### src/rtl/term_pkg.sv
// term_pkg -- shared definitions for the terminal injection queue.
//   * header field offsets, measured down from the packet MSB
//   * default broadcast marker
//   * FSM state type and encodings
//   * hdr_valid(): decides whether a header names a legal mesh target
//                  (broadcast, or a boundary terminal next to the mesh)
package term_pkg;

  localparam logic [7:0] BDCST_DEFAULT = 8'hFF;

  // Field MSB = pckg_sz - <offset>; each coordinate field is 4 bits wide.
  localparam int HDR_BC_OFS  = 1;
  localparam int HDR_ROW_OFS = 9;
  localparam int HDR_COL_OFS = 13;
  localparam int HDR_FLD_W   = 4;

  typedef logic [1:0] state_t;
  localparam state_t ST_EMPTY = 2'd0;  // output register empty
  localparam state_t ST_HOLD  = 2'd1;  // output register valid, queue empty
  localparam state_t ST_QUEUE = 2'd2;  // queue holds at least one packet

  // Terminals sit on a ring just outside the mesh: row 0 / ROWS+1 with a
  // column inside the mesh, or column 0 / COLUMS+1 with a row inside it.
  // Corners and interior nodes are not valid injection targets.
  function automatic logic hdr_valid(
    input logic [7:0] top,
    input logic [3:0] row,
    input logic [3:0] col,
    input logic [7:0] bdcst,
    input int         rows,
    input int         cols
  );
    int   r;
    int   c;
    logic row_edge;
    logic col_edge;
    logic row_in;
    logic col_in;
    r        = {28'd0, row};
    c        = {28'd0, col};
    row_edge = (r == 32'sd0) || (r == rows + 32'sd1);
    col_edge = (c == 32'sd0) || (c == cols + 32'sd1);
    row_in   = (r >= 32'sd1) && (r <= rows);
    col_in   = (c >= 32'sd1) && (c <= cols);
    return (top == bdcst) || (row_edge && col_in) || (col_edge && row_in);
  endfunction

endpackage

### src/rtl/term_inject_if.sv
// term_inject_if -- device/mesh handshake bundle of term_inject.
//   master : device side   (drives push, data_in, popin)
//   slave  : term_inject   (drives full, drop_err, pndng_i_in,
//                           data_out_i_in, count)
interface term_inject_if #(
  parameter int pckg_sz    = 40,
  parameter int fifo_depth = 4
) ();

  localparam int CNT_W = $clog2(fifo_depth + 1);

  logic               push;
  logic [pckg_sz-1:0] data_in;
  logic               full;
  logic               drop_err;
  logic               pndng_i_in;
  logic [pckg_sz-1:0] data_out_i_in;
  logic               popin;
  logic [CNT_W-1:0]   count;

  modport master (
    output push, data_in, popin,
    input  full, drop_err, pndng_i_in, data_out_i_in, count
  );

  modport slave (
    input  push, data_in, popin,
    output full, drop_err, pndng_i_in, data_out_i_in, count
  );

endinterface

### src/rtl/term_fifo.sv
// term_fifo -- circular packet queue behind the output register.
//   clk, reset (async, active-low)
//   push/wr_data : enqueue; honoured when not full, or when full with pop
//   pop/rd_data  : dequeue; rd_data shows the current head combinationally
//   full/empty   : occupancy flags
// Pointers wrap modulo depth, so depth need not be a power of two.
module term_fifo #(
  parameter int pckg_sz = 40,
  parameter int depth   = 3
) (
  input  logic               clk,
  input  logic               reset,
  input  logic               push,
  input  logic               pop,
  input  logic [pckg_sz-1:0] wr_data,
  output logic [pckg_sz-1:0] rd_data,
  output logic               full,
  output logic               empty
);

  localparam int PW = (depth > 1) ? $clog2(depth) : 1;
  localparam int CW = $clog2(depth + 1);
  localparam logic [PW-1:0] PTR_LAST = PW'(depth - 1);
  localparam logic [PW-1:0] PTR_ZERO = {PW{1'b0}};
  localparam logic [PW-1:0] PTR_ONE  = PW'(1);
  localparam logic [CW-1:0] CNT_ONE  = CW'(1);

  logic [pckg_sz-1:0] mem_q [depth];
  logic [PW-1:0]      wr_ptr_q, wr_ptr_d;
  logic [PW-1:0]      rd_ptr_q, rd_ptr_d;
  logic [CW-1:0]      cnt_q, cnt_d;
  logic               wr_en;
  logic               rd_en;

  assign full    = (cnt_q == CW'(depth));
  assign empty   = (cnt_q == {CW{1'b0}});
  assign wr_en   = push & (~full | pop);
  assign rd_en   = pop & ~empty;
  assign rd_data = mem_q[rd_ptr_q];

  // Next pointer / occupancy values.
  always_comb begin
    wr_ptr_d = wr_ptr_q;
    rd_ptr_d = rd_ptr_q;
    cnt_d    = cnt_q;
    if (wr_en) begin
      wr_ptr_d = (wr_ptr_q == PTR_LAST) ? PTR_ZERO : wr_ptr_q + PTR_ONE;
    end else begin
      wr_ptr_d = wr_ptr_q;
    end
    if (rd_en) begin
      rd_ptr_d = (rd_ptr_q == PTR_LAST) ? PTR_ZERO : rd_ptr_q + PTR_ONE;
    end else begin
      rd_ptr_d = rd_ptr_q;
    end
    case ({wr_en, rd_en})
      2'b10:   cnt_d = cnt_q + CNT_ONE;
      2'b01:   cnt_d = cnt_q - CNT_ONE;
      default: cnt_d = cnt_q;
    endcase
  end

  // Pointer and occupancy registers.
  always_ff @(posedge clk or negedge reset) begin
    if (!reset) begin
      wr_ptr_q <= PTR_ZERO;
      rd_ptr_q <= PTR_ZERO;
      cnt_q    <= {CW{1'b0}};
    end else begin
      wr_ptr_q <= wr_ptr_d;
      rd_ptr_q <= rd_ptr_d;
      cnt_q    <= cnt_d;
    end
  end

  // Storage array; contents are only observed while the queue is non-empty.
  always_ff @(posedge clk) begin
    if (wr_en) begin
      mem_q[wr_ptr_q] <= wr_data;
    end
  end

endmodule

### src/rtl/term_inject.sv
// term_inject -- terminal-to-mesh injection queue.
//   clk    : sole clock, rising edge
//   reset  : asynchronous, active-low
//   bus    : term_inject_if.slave (push/data_in in, popin in,
//            full/drop_err/pndng_i_in/data_out_i_in/count out)
// Packets with a legal target header are held in strict FIFO order: the
// head lives in a registered output stage, the rest in term_fifo.
// Optional build macro TERM_INJECT_STATS_EN adds saturating 16-bit
// sent_cnt / drop_cnt outputs.
module term_inject
  import term_pkg::*;
#(
  parameter int         pckg_sz    = 40,
  parameter int         fifo_depth = 4,
  parameter int         ROWS       = 4,
  parameter int         COLUMS     = 4,
  parameter logic [7:0] bdcst      = BDCST_DEFAULT
) (
  input  logic  clk,
  input  logic  reset,
  term_inject_if.slave bus
`ifdef TERM_INJECT_STATS_EN
  ,
  output logic [15:0] sent_cnt,
  output logic [15:0] drop_cnt
`endif
);

  localparam int CNT_W = $clog2(fifo_depth + 1);
  localparam int FD    = fifo_depth - 1;
  localparam logic [CNT_W-1:0] CNT_ZERO = {CNT_W{1'b0}};
  localparam logic [CNT_W-1:0] CNT_ONE  = CNT_W'(1);
  localparam logic [CNT_W-1:0] CNT_TWO  = CNT_W'(2);
  localparam logic [CNT_W-1:0] CNT_FULL = CNT_W'(fifo_depth);

  state_t             state_q, state_d;
  logic               pndng_q, pndng_d;
  logic [pckg_sz-1:0] data_q, data_d;
  logic [CNT_W-1:0]   count_q, count_d;
  logic               drop_q, drop_d;

  logic               hdr_ok;
  logic               full_s;
  logic               pop_eff;
  logic               push_ok;
  logic               fifo_push;
  logic               fifo_pop;
  logic [pckg_sz-1:0] fifo_rd;
  logic               fifo_full;
  logic               fifo_empty;

  assign hdr_ok = hdr_valid(bus.data_in[pckg_sz-HDR_BC_OFS  -: 8],
                            bus.data_in[pckg_sz-HDR_ROW_OFS -: HDR_FLD_W],
                            bus.data_in[pckg_sz-HDR_COL_OFS -: HDR_FLD_W],
                            bdcst, ROWS, COLUMS);

  assign full_s  = (count_q == CNT_FULL);
  assign pop_eff = bus.popin & pndng_q;
  // A pop in the same cycle frees a slot, so a full queue can still accept.
  assign push_ok = bus.push & hdr_ok & (~full_s | pop_eff);

  term_fifo #(
    .pckg_sz (pckg_sz),
    .depth   (FD)
  ) u_fifo (
    .clk     (clk),
    .reset   (reset),
    .push    (fifo_push),
    .pop     (fifo_pop),
    .wr_data (bus.data_in),
    .rd_data (fifo_rd),
    .full    (fifo_full),
    .empty   (fifo_empty)
  );

  // Queue control FSM: steers pushes to the output register or the FIFO.
  always_comb begin
    state_d   = state_q;
    pndng_d   = pndng_q;
    data_d    = data_q;
    count_d   = count_q;
    fifo_push = 1'b0;
    fifo_pop  = 1'b0;
    drop_d    = bus.push & ~push_ok;
    case (state_q)
      ST_EMPTY: begin
        if (push_ok) begin
          pndng_d = 1'b1;
          data_d  = bus.data_in;
          count_d = CNT_ONE;
          state_d = ST_HOLD;
        end else begin
          state_d = ST_EMPTY;
        end
      end
      ST_HOLD: begin
        if (push_ok && pop_eff) begin
          // Head leaves and the new packet replaces it directly.
          data_d = bus.data_in;
        end else if (push_ok) begin
          fifo_push = 1'b1;
          count_d   = count_q + CNT_ONE;
          state_d   = ST_QUEUE;
        end else if (pop_eff) begin
          pndng_d = 1'b0;
          count_d = CNT_ZERO;
          state_d = ST_EMPTY;
        end else begin
          state_d = ST_HOLD;
        end
      end
      ST_QUEUE: begin
        if (pop_eff) begin
          data_d   = fifo_rd;
          fifo_pop = 1'b1;
        end else begin
          data_d = data_q;
        end
        fifo_push = push_ok;
        if (push_ok && !pop_eff) begin
          count_d = count_q + CNT_ONE;
        end else if (!push_ok && pop_eff) begin
          count_d = count_q - CNT_ONE;
          // Last queued packet moved into the output register.
          state_d = (count_q == CNT_TWO) ? ST_HOLD : ST_QUEUE;
        end else begin
          count_d = count_q;
        end
      end
      default: begin
        state_d = ST_EMPTY;
        pndng_d = 1'b0;
        count_d = CNT_ZERO;
      end
    endcase
  end

  // State, output register and status flops.
  always_ff @(posedge clk or negedge reset) begin
    if (!reset) begin
      state_q <= ST_EMPTY;
      pndng_q <= 1'b0;
      data_q  <= {pckg_sz{1'b0}};
      count_q <= CNT_ZERO;
      drop_q  <= 1'b0;
    end else begin
      state_q <= state_d;
      pndng_q <= pndng_d;
      data_q  <= data_d;
      count_q <= count_d;
      drop_q  <= drop_d;
    end
  end

  assign bus.full          = full_s;
  assign bus.drop_err      = drop_q;
  assign bus.pndng_i_in    = pndng_q;
  assign bus.data_out_i_in = data_q;
  assign bus.count         = count_q;

`ifdef TERM_INJECT_STATS_EN
  logic [15:0] sent_q, sent_d;
  logic [15:0] dcnt_q, dcnt_d;

  // Saturating event counters.
  always_comb begin
    sent_d = sent_q;
    dcnt_d = dcnt_q;
    if (pop_eff && (sent_q != 16'hFFFF)) begin
      sent_d = sent_q + 16'd1;
    end else begin
      sent_d = sent_q;
    end
    if (drop_d && (dcnt_q != 16'hFFFF)) begin
      dcnt_d = dcnt_q + 16'd1;
    end else begin
      dcnt_d = dcnt_q;
    end
  end

  // Counter registers.
  always_ff @(posedge clk or negedge reset) begin
    if (!reset) begin
      sent_q <= 16'd0;
      dcnt_q <= 16'd0;
    end else begin
      sent_q <= sent_d;
      dcnt_q <= dcnt_d;
    end
  end

  assign sent_cnt = sent_q;
  assign drop_cnt = dcnt_q;
`endif

  // fifo_full / fifo_empty are implied by the FSM state and count.
  logic unused_s;
  assign unused_s = fifo_full ^ fifo_empty;

endmodule
### src/flat_wrapper.sv
// flat-port wrapper written by rule: the top's interface ports become plain ports
module term_inject_flat import term_pkg::*;
#(
  parameter int         pckg_sz    = 40,
  parameter int         fifo_depth = 4,
  parameter int         ROWS       = 4,
  parameter int         COLUMS     = 4,
  parameter logic [7:0] bdcst      = BDCST_DEFAULT
)
  (clk, reset, bus_push, bus_data_in, bus_popin, bus_full, bus_drop_err, bus_pndng_i_in, bus_data_out_i_in, bus_count);
  term_inject_if #(.pckg_sz(pckg_sz), .fifo_depth(fifo_depth)) bus_i ();
  input  logic clk;
  input  logic reset;
  input wire logic [$bits(bus_i.push)-1:0] bus_push;
  input wire logic [$bits(bus_i.data_in)-1:0] bus_data_in;
  input wire logic [$bits(bus_i.popin)-1:0] bus_popin;
  output wire logic [$bits(bus_i.full)-1:0] bus_full;
  output wire logic [$bits(bus_i.drop_err)-1:0] bus_drop_err;
  output wire logic [$bits(bus_i.pndng_i_in)-1:0] bus_pndng_i_in;
  output wire logic [$bits(bus_i.data_out_i_in)-1:0] bus_data_out_i_in;
  output wire logic [$bits(bus_i.count)-1:0] bus_count;
  assign bus_i.push = bus_push;
  assign bus_i.data_in = bus_data_in;
  assign bus_i.popin = bus_popin;
  assign bus_full = bus_i.full;
  assign bus_drop_err = bus_i.drop_err;
  assign bus_pndng_i_in = bus_i.pndng_i_in;
  assign bus_data_out_i_in = bus_i.data_out_i_in;
  assign bus_count = bus_i.count;
  term_inject #(.pckg_sz(pckg_sz), .fifo_depth(fifo_depth), .ROWS(ROWS), .COLUMS(COLUMS), .bdcst(bdcst)) u_core (.clk(clk), .reset(reset), .bus(bus_i));
endmodule
### config.mk
export PLATFORM = sky130hd
export DESIGN_NAME = term_inject_flat
export DESIGN_NICKNAME = d
export VERILOG_FILES = /design/src/rtl/term_pkg.sv /design/src/rtl/term_inject_if.sv /design/src/rtl/term_fifo.sv /design/src/rtl/term_inject.sv /design/src/flat_wrapper.sv
export SDC_FILE = /design/constraint.sdc
export NUM_CORES = 1
export LEC_CHECK = 0
export ABC_AREA = 0
export BUFFER_PORTS_ARGS = -buffer_cell sky130_fd_sc_hd__buf_2
export CORE_ASPECT_RATIO = 0.7
export CORE_MARGIN = 5
export CORE_UTILIZATION = 45
export CTS_CLUSTER_DIAMETER = 40
export DETAILED_ROUTE_END_ITERATION = 10
export PLACE_DENSITY = 0.63
export SLEW_MARGIN = 20
export SYNTH_ARGS = -nofsm -noshare
export SYNTH_HDL_FRONTEND = slang
export SYNTH_SLANG_ARGS = --single-unit
### constraint.sdc
create_clock -name clk -period 7.6 [get_ports clk]
set_input_delay 0.38 -clock clk [delete_from_list [all_inputs] [get_ports clk]]
set_output_delay 0.38 -clock clk [all_outputs]
set_load 0.03 [all_outputs]
# == Word level (Yosys, flattened, before mapping) ==
# Memory sizes are Yosys's and may differ from the RTL's.
# Index checks and enable logic that the tools add are counted.
# Widths: inputs -> output; s select.
# op_classes
add_sub_neg,6
magnitude_cmp,4
eq_ne,22
n_mux,34
n_bitwise,13
reduce_logical,23
# op_table
op,count
$mux 40,3
$pmux 40 s3,1
$mux 3,6
$mux 2,7
$mux 1,12
$eq 2x2->1 const B,5
$ne 2x1->1 const B,5
$pmux 3 s3,1
$eq 4x4->1 const B,2
$eq 8x8->1 const B,1
$ge 4x1->1 const B,2
$le 4x3->1 const B,2
$logic_not 4->1,2
$reduce_and 4->1,2
$logic_and 1x1->1,7
$add 2x1->2 const B,3
$and 1x1->1,6
$ne 2x2->1 const B,3
$ne 3x1->1 const B,2
$pmux 2 s3,1
$not 1->1,5
$reduce_and 5->1,1
$eq 2x1->1 const B,2
$logic_not 2->1,2
other kinds (14),19
# word_totals
ff_bits,53
ramBits,120
input_bits,44
output_inout_bits,46
word_cells,111
mem_count,1
# mem_list
name,depth,width,read_ports,rd_ports_with_merged_regs,wr,line_no,rtl
u_core.u_fifo.mem_q,3,40,1,0,1,term_fifo.sv:28,logic [pckg_sz-1:0] mem_q [depth];

# == Longest topological paths before layout ==
# Gate-level depths: netlist of the first run.
# logic_depth
word_depth,13
depth_mapped,12
mapped_depth_nobuf,10

# == Hierarchy ==
# A second synthesis of the first run with hierarchy kept.
# hier_totals
cells_unflattened,498
area_unflattened_um2,7711.1
# modules_own_cells
mod,instances,cells_each,area_per_inst_um2,seq_area_each_um2
term_fifo,1,282,4763.3,3753.6
term_inject,1,216,2947.8,1176.1

# == Least setup slack after synthesis of the first run ==
# Ideal clock, no wire load.
# synth_path
path_type,register to register
start,"reg u_core.count_q[0], in the netlist u_core.bus.count[0]"
end,"mem u_core.u_fifo.mem_q[2][0], enable pin"
setup_ns,0.495
arrival_ns,5.059
required_ns,7.105
setup_slack_ns,2.046
stages_incl_launch_ff,10
n_path_buf,2
synth_period_minus_slack_ns,5.554
cell_sequence,dfrtp_1 -> inv_1 -> ha_1 -> and2_1 -> clkbuf_1 -> nand2_1 -> o311ai_1 -> or3_1 -> clkbuf_1 -> nor3b_1
# synth_between
elab_chain_len,10
elab_cells_between_ends,11
cone_classes,eq/ne: 1; mux: 5; bitwise: 4; reduce/logical: 1
# synth_rtl
element,line_no,rtl
"start, declared",term_inject.sv:39,"logic [CNT_W-1:0] count_q, count_d;"
"start signal, assigned",term_inject.sv:150,count_q <= count_d;
$eq 3x3->1 *,term_inject.sv:57,assign full_s = (count_q == CNT_FULL);
via bus_full,flat_wrapper.sv:17,output wire logic [$bits(bus_i.full)-1:0] bus_full;
$not 1->1 *,term_inject.sv:60,assign push_ok = bus.push & hdr_ok & (~full_s | pop_eff);
$or 1x1->1 *,term_inject.sv:60,
$and 1x1->1 *,term_inject.sv:60,
$mux 1 or $logic_and 1x1->1 (tied branches),"term_inject.sv:100, term_inject.sv:97",
$mux 1,term_inject.sv:97,if (push_ok && pop_eff) begin
$pmux 1 s2 *,term_inject.sv:85,case (state_q)
$and 1x1->1 *,term_fifo.sv:37,assign wr_en = push & (~full | pop);
$mux 1 *,term_fifo.sv:78,if (wr_en) begin
$mux 1 (implied by the code) *,term_fifo.sv:79,mem_q[wr_ptr_q] <= wr_data;
"end, declared",term_fifo.sv:28,
# Mark *: on every way through the listed nets, which the timed path passes. The rest lies on a longest branch.

# == Final worst setup path of the first run ==
# layout_path
start,"reg u_core.count_q[0], in the netlist u_core.bus.count[0]"
end,"mem u_core.u_fifo.mem_q[1][22], enable pin"
# layout_between
elab_chain_len,10
elab_cells_between_ends,11
cone_classes,eq/ne: 1; mux: 5; bitwise: 4; reduce/logical: 1
# layout_rtl
element,line_no
$eq 3x3->1 *,term_inject.sv:57
$not 1->1 *,term_inject.sv:60
$or 1x1->1 *,term_inject.sv:60
$and 1x1->1 *,term_inject.sv:60
$mux 1 or $logic_and 1x1->1 (tied branches),"term_inject.sv:100, term_inject.sv:97"
$mux 1,term_inject.sv:97
$pmux 1 s2 *,term_inject.sv:85
$and 1x1->1 *,term_fifo.sv:37
$mux 1 *,term_fifo.sv:78
$mux 1 (implied by the code) *,term_fifo.sv:79
# Mark *: on every way between the ends. The rest lies on a longest branch, timed or not.

==> impl_metrics.toml, run 1 <==
[status]
outcome = "completed"

[logic_synthesis]
synthCells = 503
synthSimpleGateAreaFrac_pct = 5.275
synth_compound_area_share_pct = 5.748
synth_top_family_by_area = "multiplexers"
async_reset_ff_share_pct = 30.64
yosysSeqAreaShare_pct = 66.61
synth_fa_ha_area_share_pct = 1.522
synth.avg_cell_area_um2 = 14.71
synth_top_area_cell = "edfxtp_1"
ys.flop_type = "edfxtp_1"
synthMuxAreaShare_pct = 18.31
synth.area.top_cells = "edfxtp_1 49%, dfrtp_1 18%, mux2_2 6.5%, mux2_1 6.1%, mux2i_1 5.7%"
synth_nets = 556
yosys.cell_types.count = 39
synth-xor-area-share_pct = 0.5917
syn_area_um2 = 7401
ys_seq_elements = 173
yosys.area.top_type_share_pct = 48.69
ys.warnings.count = 0
synth_edf_count = 120

[finish]
drive_gt1_share_pct = 29.70
fin_nets = 646
syn_to_final_growth_pct = 17.38
n_antenna_cell = 0
multi_input_area_um2 = 2352
fillers = 1374
regArea_um2 = 4932

[clock_tree]
clk_pin_slew_ns = 0.07
clock_latency_ns = 0.43
cts_max_path_buffers = 2
cts.sinks = 173
cts_resized = 0
cts_tree = "done"
cts_hold_buffers = 0
cts_buffers = 17
cts.htree.levels = 4
cts_root_buf = "clkbuf_16"
cts_setup_buffers = 0

[power]
power_uw = 2859
peakVddDrop_v = 0.0002444
p_per_area_nw_per_um2 = 329.1
p_comb_share_pct = 27.8
internal-power_uw = 1921
p_seq_share_pct = 42.7
p_sw_uw = 937.6
p_leak_uw = 0.003146
p_clk_share_pct = 29.6
swShare_pct = 32.80

[route]
dr_total_vias = 4327
drc = 0
postRouteAntennaNets = 0
detail_route.first_pass.iterations = 5
vias_per_cell = 5.207
wire_per_inst_um = 18.27
drt-total-wl_um = 15180
drtIter0Drc = 362

[die]
ios = 90
core_um2 = 16250
fp.dieW_um = 163.3
chipHeight_um = 117.3
dieArea_um2 = 19150
start_util_pct = 45.55
rows = 39

[global_routing]
use_met3_pct = 4.970
met2_usage_pct = 25.99
grt_pass1_vias = 4395
busiest_layer = "met2"
grt_max_degree = 54
antenna_found_initial = 1
use_met1_pct = 22.20
grt_pass1_wl_um = 23890
track_usage_pct = 16.59
grt-ovfl-total = 0

[sta]
max-slew-margin-rel_pct = 31.32
period_share_pct = 46.30
fin_hold_ws_ns = 0.1097
rsz0062_at_grt = "no"
drv_slew = 0
min_period_ns = 3.519
skew_ns = 0.01094
final_hold_viol_count = 0
worstMarginPinSlew_ns = 1.029
fmax_ghz = 0.2842
setup_tns_ns = 0
setup_viol = 0

[placed_design]
numPortBuffers = 89
hpwl_um = 9567
gp_congestion = 0.8465

[setup_path]
critPathKind = "reg -> reg"
cp-end-kind = "register"
crit_path_start_kind = "register"
cp.required_ns = 7.70
crit_fanout = 23
crit_arrival_ns = 3.61

[flow_run]
cap_viol_max_count = 0

[worst_hold_path]
hp-class = "in -> async"
## cell usage after synthesis, types with 4 or more instances
| library cell | instances |
|---|---|
| mux2_1 | 40 |
| clkbuf_1 | 19 |
| nor2_1 | 6 |
| nor3_1 | 5 |
| buf_2 | 4 |
| nand2_1 | 53 |
| a21oi_1 | 9 |
| inv_1 | 10 |
| dfrtp_1 | 53 |
| edfxtp_1 | 120 |
| buf_1 | 4 |
| mux2i_1 | 42 |
| mux2_2 | 43 |
| ha_1 | 9 |
| o21ai_0 | 46 |
## metrics by stage
step	cells	instance area, um2	setup slack, ns	util (%)
finish	831	8687	4.081	53.46
global placement	799	8117	4.040	49.95
detailed placement	799	8117	3.979	49.95
floorplan	503	7401	2.046	-
global route	831	8687	3.878	53.46
CTS	831	8687	4.032	53.46
## per-layer routing
metal  vias to the layer above  wire length, um
met5                         -                7
met4                         2              222
met3                        22              894
met2                       120             6890
met1                      2140             7168
li1                       2043                -
## worst max-delay path: stages, from the launching register on
cell and delay, ns:
dfrtp_1 0.41, inv_1 0.10, ha_1 0.20, and2_1 0.21
nand2_1 0.13, o311ai_1 0.21, or3_1 0.56, nor3b_4 0.90
buf_4 0.47
## power groups by stage
stage / clock, uW / sequential, uW / combinational (uW)
6_report: 846 / 1220 / 793
5_1_grt: 911 / 1240 / 853
4_1_cts: 868 / 1220 / 805
3_5_place_dp: 0 / 1240 / 801
3_3_place_gp: 0 / 1230 / 792
2_1_floorplan: 0 / 1460 / 326
## worst paths after layout
path	from	end	slack, ns	depth (start not counted)
max	u_core.bus.count[0]	u_core.u_fifo.mem_q[1][22]	4.08	8
min	reset	u_core.bus.data_out_i_in[27]	0.11	2
max reg2reg	u_core.bus.count[0]	u_core.u_fifo.mem_q[1][22]	4.08	8
min reg2reg	u_core.bus.data_out_i_in[31]	u_core.bus.data_out_i_in[31]	0.48	1
max in group asynchronous	reset	u_core.u_fifo.rd_ptr_q[0]	6.95	2
min in group clk	bus_data_in[17]	u_core.u_fifo.mem_q[1][17]	0.17	1
## cell usage in the layout (no fill, tap or decap), types with 4 or more instances in the layout
| cell type | count |
|---|---|
| a21oi_1 | 9 |
| buf_2 | 89 |
| buf_4 | 9 |
| clkbuf_16 | 17 |
| clkinv_2 | 4 |
| dfrtp_1 | 51 |
| edfxtp_1 | 120 |
| ha_1 | 8 |
| inv_1 | 10 |
| mux2_1 | 40 |
| mux2_2 | 43 |
| mux2i_1 | 42 |
| nand2_1 | 53 |
| nor2_1 | 6 |
| nor3_1 | 4 |
| o21ai_0 | 46 |
## logic make-up (layout without fill, tap and decap cells)
logic type / Yosys count / in the layout
buffers and inverters: 37 / 140
adder cells (fa/ha/maj): 9 / 9
AO/OA/AOI/OAI: 72 / 72
flip-flops: 173 / 173
AND/OR/NAND/NOR: 82 / 82
multiplexers: 125 / 125
XOR/XNOR: 5 / 5
## state kept, by name, indices dropped and copies added (netlist names)
| name | count |
|---|---|
| u_core.bus.data_out_i_in | 40 |
| u_core.u_fifo.mem_q | 120 |
| u_core.bus.pndng_i_in | 1 |
| u_core.state_q | 2 |
| u_core.u_fifo.wr_ptr_q | 2 |
| u_core.bus.count | 3 |
| u_core.u_fifo.cnt_q | 2 |
| u_core.u_fifo.rd_ptr_q | 2 |
| u_core.bus.drop_err | 1 |
## layout make-up
cell class | instances | share of cell area [%]
clock buffer | 21 | 5.185
clock inverter | 11 | 1.383
inverter | 10 | 0.4321
multi-input combinational | 293 | 27.08
sequential | 173 | 56.78
tap | 225 | 3.241
timing repair buffer | 98 | 5.905
Note: power is estimated with default switching activity, not from simulation.
==> run 2, diff against run 1 <==
==> constraint.sdc (replaced) <==
create_clock -name clk -period 3.4 [get_ports clk]
set_input_delay 0.17 -clock clk [delete_from_list [all_inputs] [get_ports clk]]
set_output_delay 0.17 -clock clk [all_outputs]
set_load 0.03 [all_outputs]
==> run 2 against run 1 <==
Cell count rose by 4.8%; total power rose by 130%; sequential power rose by 120%; critical path depth did not move; sequential share of layout area fell by 2.6 points; global-route usage fell by 0.056 points; count of clock-buffer cells in the layout fell by 1; wire length fell by 0.19%; clock skew rose by 0.0016 ns; non-clock buffer count rose by 40; critical endpoint unchanged; largest power group unchanged.
==> impl_metrics.toml, run 2 (synthesis results as in run 1) <==
[finish]
fillers = 1295
largest_reg_flops = 120
layout_common_cells = "120 x edfxtp_1, 89 x buf_2, 53 x nand2_1"
fin_nets = 686
layout_commonest_cell = "edfxtp_1"
instances_no_fill = 871
n_antenna_cell = 0
largest_register = "u_core.u_fifo.mem_q"
syn_to_final_growth_pct = 23.11
drive_gt1_share_pct = 28.79
final_area_um2 = 9111

[sta]
min_period_ns = 2.981
drv_slew = 0
fmax_ghz = 0.3355
skew_ns = 0.01255
worstMarginPinSlew_ns = 0.7241
period_share_pct = 87.67
max-slew-margin-rel_pct = 51.57
rsz0062_at_grt = "no"
final_hold_viol_count = 0
setup_tns_ns = 0
setup_viol = 0
setup_ws_ns = 0.4193

[power]
internal-power_uw = 4393
swShare_pct = 31.98
p_per_area_nw_per_um2 = 709.0
p_comb_share_pct = 27.8
p_leak_uw = 0.003328
p_seq_share_pct = 42.4
p_clk_share_pct = 29.8
p_sw_uw = 2066
peakVddDrop_v = 0.0004233

[route]
drc = 0
dr_total_vias = 4492
wire_per_inst_um = 17.40
drtIter0Drc = 375
detail_route.first_pass.iterations = 4
vias_per_cell = 5.157
postRouteAntennaNets = 0
drt-total-wl_um = 15150

[clock_tree]
cts_setup_buffers = 0
cts_buffers = 17
cts_max_path_buffers = 2
cts.sinks = 173
clock_latency_ns = 0.42
cts_tree = "done"
cts_root_buf = "clkbuf_16"
cts.htree.levels = 4
clk_pin_slew_ns = 0.07

[die]
dieArea_um2 = 19150
core_um2 = 16250
fp.dieW_um = 163.3
chipHeight_um = 117.3
rows = 39
ios = 90
start_util_pct = 45.55

[placed_design]
hpwl_um = 9566
post_dp_cell_area_um2 = 8169
gp_congestion = 0.7975
pre_cts_slack_ns = 0.4702
placedCellCount = 804
numPortBuffers = 89

[setup_path]
cp.required_ns = 3.46
crit_path_start_kind = "register"
r2r_setup_slack_ns = 0.42
critPathKind = "reg -> reg"
crit_fanout = 32
crit_arrival_ns = 3.04
cp-end-kind = "register"

[global_routing]
grt-ovfl-total = 0
grt_pass1_wl_um = 24280
track_usage_pct = 16.53
grt_pass1_vias = 4601
grt_max_degree = 46
antenna_found_initial = 0

[worst_hold_path]
hp-class = "in -> reg"

[flow_run]
cap_viol_max_count = 0

[status]
outcome = "completed"
[run 2: cell count changes in the layout (fill, tap and decap cells not counted), sizes merged]
cell         delta
buf             +5
bufinv          +1
clkinvlp        -1
clkbuf          -1
clkinv          +1
dlygate4sd3    +35
[run 2: layout make-up]
| cell class | instances | area, um2 | area share, % |
|---|---|---|---|
| clock buffer | 20 | 446.7 | 4.902 |
| clock inverter | 12 | 145.1 | 1.593 |
| inverter | 10 | 37.54 | 0.4120 |
| multi-input combinational | 293 | 2365 | 25.95 |
| sequential | 173 | 4935 | 54.16 |
| tap | 225 | 281.5 | 3.090 |
| timing repair buffer | 138 | 900.9 | 9.887 |
[run 2: routing by layer]
layer | global-route usage, % | share of wire (%) | vias to the layer above
li1 | - | - | 2127
met1 | 22.74 | 48 | 2223
met2 | 26.44 | 46 | 119
met3 | 3.920 | 4.6 | 23
met4 | 5.251 | 1.5 | 0
met5 | 0 | 0 | -
[run 2: repair_timing]
| action | CTS | global route |
|---|---|---|
| hold buffers | 35 | 0 |
| hold endpoints to repair | 123 | 0 |
| gates resized for setup | 0 | 0 |
[run 2: through the flow]
stage	total power (uW)	hold slack [ns]	utilization, %
floorplan	4011	-0.1256	-
global placement	4514	0.2188	50.27
detailed placement	4563	0.2282	50.27
CTS	6538	0.003022	56.07
global route	6779	0.01394	56.07
finish	6459	0.01765	56.07
[run 2: path summary, 6_finish.rpt]
path,end,start,cells past startpoint
min,u_core.u_fifo.mem_q[1][35],bus_data_in[35],1
min in group asynchronous,u_core.bus.data_out_i_in[30],reset,2
max,u_core.u_fifo.mem_q[1][22],u_core.bus.count[0],8
max in group asynchronous,u_core.u_fifo.rd_ptr_q[1],reset,3
min reg2reg,u_core.bus.data_out_i_in[30],u_core.bus.data_out_i_in[30],1
max reg2reg,u_core.u_fifo.mem_q[1][22],u_core.bus.count[0],8
[run 2: power by group through the flow]
stage / Sequential, uW / Combinational (uW) / Clock, uW
2_1_floorplan: 3280 / 734 / 0
3_3_place_gp: 2770 / 1750 / 0
3_5_place_dp: 2780 / 1780 / 0
4_1_cts: 2740 / 1820 / 1980
5_1_grt: 2780 / 1940 / 2060
6_report: 2740 / 1800 / 1920
[run 2: critical path, stage by stage, from the launching register on]
cell	delay (ns)
dfrtp_2	0.40
inv_1	0.08
ha_1	0.19
and2_1	0.22
nand2_1	0.15
o311ai_1	0.23
or3_1	0.61
nor3b_4	0.26
buf_4	0.45
==> run 3, diff against run 2 <==
--- a/config.mk
+++ b/config.mk
@@ -5,7 +5,7 @@
 export SDC_FILE = /design/constraint.sdc
 export NUM_CORES = 1
 export LEC_CHECK = 0
-export ABC_AREA = 0
+export ABC_AREA = 1
 export BUFFER_PORTS_ARGS = -buffer_cell sky130_fd_sc_hd__buf_2
 export CORE_ASPECT_RATIO = 0.7
 export CORE_MARGIN = 5
==> run 3 against run 2 <==
Critical path depth grew 3; first-iteration DRC count shrank 19%; synthesized cell count grew 17%; synthesized area shrank 0.63%; wire length grew 5.5%; combinational power grew 54%; sequential power grew 3%; clock skew grew 0.0033 ns; critical endpoint is now u_core.u_fifo.mem_q[1][3].
==> impl_metrics.toml, run 3 <==
[global_routing]
antenna_found_initial = 0
track_usage_pct = 17.56
grt-ovfl-total = 0
grt_pass1_vias = 4982
grt_max_degree = 74
grt_pass1_wl_um = 25830

[setup_path]
cp.required_ns = 3.52
r2r-end = "u_core.u_fifo.mem_q[1][3]"
critPathKind = "reg -> reg"
path_cells = "inv_1, ha_1, inv_1, nor2_1, nor2_1, inv_2, o311ai_0, nor2_2, inv_2, nor2_4, buf_12"
path_delay_family = "simple AND/OR/NAND/NOR gates"
cp_slowest_stage_delay_ns = 0.50
crit_arrival_ns = 2.74
critPathSlowestCell = "nor2_4"
cp-end-kind = "register"
cp-startpoint = "u_core.state_q[1]"
critPathBufInv = 5
crit_fanout = 23
r2r_start = "u_core.state_q[1]"
ff2ff_path_depth = 11
crit_path_start_kind = "register"
r2r_setup_slack_ns = 0.78

[sta]
period_share_pct = 77.14
setup_tns_ns = 0
fin_hold_ws_ns = 0.01451
drv_slew = 0
min_period_ns = 2.623
max-slew-margin-rel_pct = 32.71
fmax_ghz = 0.3813
final_hold_viol_count = 0
setup_viol = 0
worstMarginPinSlew_ns = 1.009
rsz0062_at_grt = "no"
skew_ns = 0.01580

[logic_synthesis]
yosys.area.top_type_share_pct = 49.00
async_reset_ff_share_pct = 30.64
ys_seq_elements = 173
synthCells = 589
synth_nets = 642
synth_common_cells = "120 x edfxtp_1, 87 x nand2_1, 53 x dfrtp_1"
synth.area.top_cells = "edfxtp_1 49%, dfrtp_1 18%, o21ai_2 4.9%, nand2_1 4.4%, nand2_2 3.6%"
ys.warnings.count = 0
synth.avg_cell_area_um2 = 12.49
synth_top_area_cell = "edfxtp_1"
yosysSeqAreaShare_pct = 67.03
synth_edf_count = 120
synth_most_common_cell = "edfxtp_1"
ys.flop_type = "edfxtp_1"
yosys.cell_types.count = 36
syn_area_um2 = 7355

[clock_tree]
cts.sinks = 173
clock_latency_ns = 0.42
cts_setup_buffers = 0
cts.htree.levels = 4
cts_root_buf = "clkbuf_16"
clk_pin_slew_ns = 0.06
cts_buffers = 17
cts_max_path_buffers = 2
cts_tree = "done"

[worst_hold_path]
holdPathEnd = "u_core.u_fifo.mem_q[1][39]"
min_from = "bus_data_in[39]"
hp-class = "in -> reg"
hold_depth = 1

[power]
peakVddDrop_v = 0.0004646
p_leak_uw = 0.003497
p_per_area_nw_per_um2 = 838.8
power_uw = 7537

[die]
core_um2 = 16200
dieArea_um2 = 19040
fp.dieW_um = 162.8
ios = 90
start_util_pct = 45.40
rows = 39
chipHeight_um = 117.0

[route]
postRouteAntennaNets = 0
wire_per_inst_um = 16.79
drt-total-wl_um = 15980
drtIter0Drc = 305
detail_route.first_pass.iterations = 4
dr_total_vias = 4839
drc = 0
vias_per_cell = 5.083

[finish]
syn_to_final_growth_pct = 22.18
instances_no_fill = 952
largest_register = "u_core.u_fifo.mem_q"
fillers = 1388
n_antenna_cell = 0
fin_nets = 767
fin_util_pct = 55.47
largest_reg_flops = 120
regArea_um2 = 4931
layout_common_cells = "120 x edfxtp_1, 89 x buf_2, 87 x nand2_1"
multi_input_area_um2 = 2185
drive_gt1_share_pct = 32.46
layout_commonest_cell = "edfxtp_1"

[flow_run]
cap_viol_max_count = 0

[placed_design]
placedCellCount = 886
gp_congestion = 0.8424
numPortBuffers = 89
hpwl_um = 10180

[status]
outcome = "completed"
## run 3: cell types whose count changed in the layout (fill, tap and decap cells not counted), moves of 4 or more
cell,change
a22oi_1,+30
inv_1,+10
inv_2,+4
mux2_1,-40
mux2_2,-42
mux2i_1,-42
nand2_1,+34
nand2_2,+42
nand3_1,+48
nor2_1,+5
nor2_2,+4
o21ai_2,+41
## run 3: repair_timing
| action | 4_1_cts | 5_1_grt |
|---|---|---|
| hold buffers | 34 | 0 |
| gates resized for setup | 0 | 0 |
| endpoints found under the hold margin | 130 | 0 |
## run 3: worst max path at each step
stage	endpoint	slack, ns	cells after the start
4_1_cts	u_core.u_fifo.mem_q[1][3]	0.75	11
3_3_place_gp	u_core.u_fifo.mem_q[1][3]	0.78	11
3_5_place_dp	u_core.u_fifo.mem_q[1][1]	0.77	11
5_1_grt	u_core.u_fifo.mem_q[1][24]	0.54	11
6_report	u_core.u_fifo.mem_q[1][3]	0.78	11
2_1_floorplan	u_core.u_fifo.mem_q[2][0]	-0.18	9
## run 3: metrics by stage
stage | cell area (um2) | setup WS, ns
2_1_floorplan | 7368 | -0.1797
3_3_place_gp | 8055 | 0.7837
3_5_place_dp | 8055 | 0.7673
4_1_cts | 8986 | 0.7477
5_1_grt | 8986 | 0.5420
6_report | 8986 | 0.7774
## run 3: layout make-up
cell class	count	share of cell area (%)
sequential	173	54.87
clock inverter	9	1.253
clock buffer	23	5.319
multi-input combinational	362	24.31
timing repair buffer	136	10.11
inverter	24	1.003
tap	225	3.133
## run 3: power breakdown
group,internal (uW),switching [uW]
Combinational,908,1880
Sequential,2560,270
Clock,1140,785
## run 3: metal layers
layer	up-vias	wire length, um	share of wire [%]	GRT usage [%]
met1	2377	7704	48	23.74
met2	105	7448	47	28.76
met5	-	0	0	0
li1	2352	-	-	-
met4	0	87	0.54	4.916
met3	5	743	4.6	4.375
## run 3: logic make-up after synthesis
family | share of synthesized area, %
AOI/OAI and AO/OA | 12.56
xor gates and xnor gates | 0.4764
adders and majority gates | 1.531
buffers and inverters | 3.845
DFF | 67.03
muxes | 0.1531
and+or+nand+nor | 14.41
## run 3: worst reg2reg max path: cells and delay by family (launching register included)
kind	cells	cell delay, ns
buf+inv	5	0.61
compound gates	1	0.13
simple gates	4	0.96
fa+ha+maj	1	0.24
flops	1	0.40
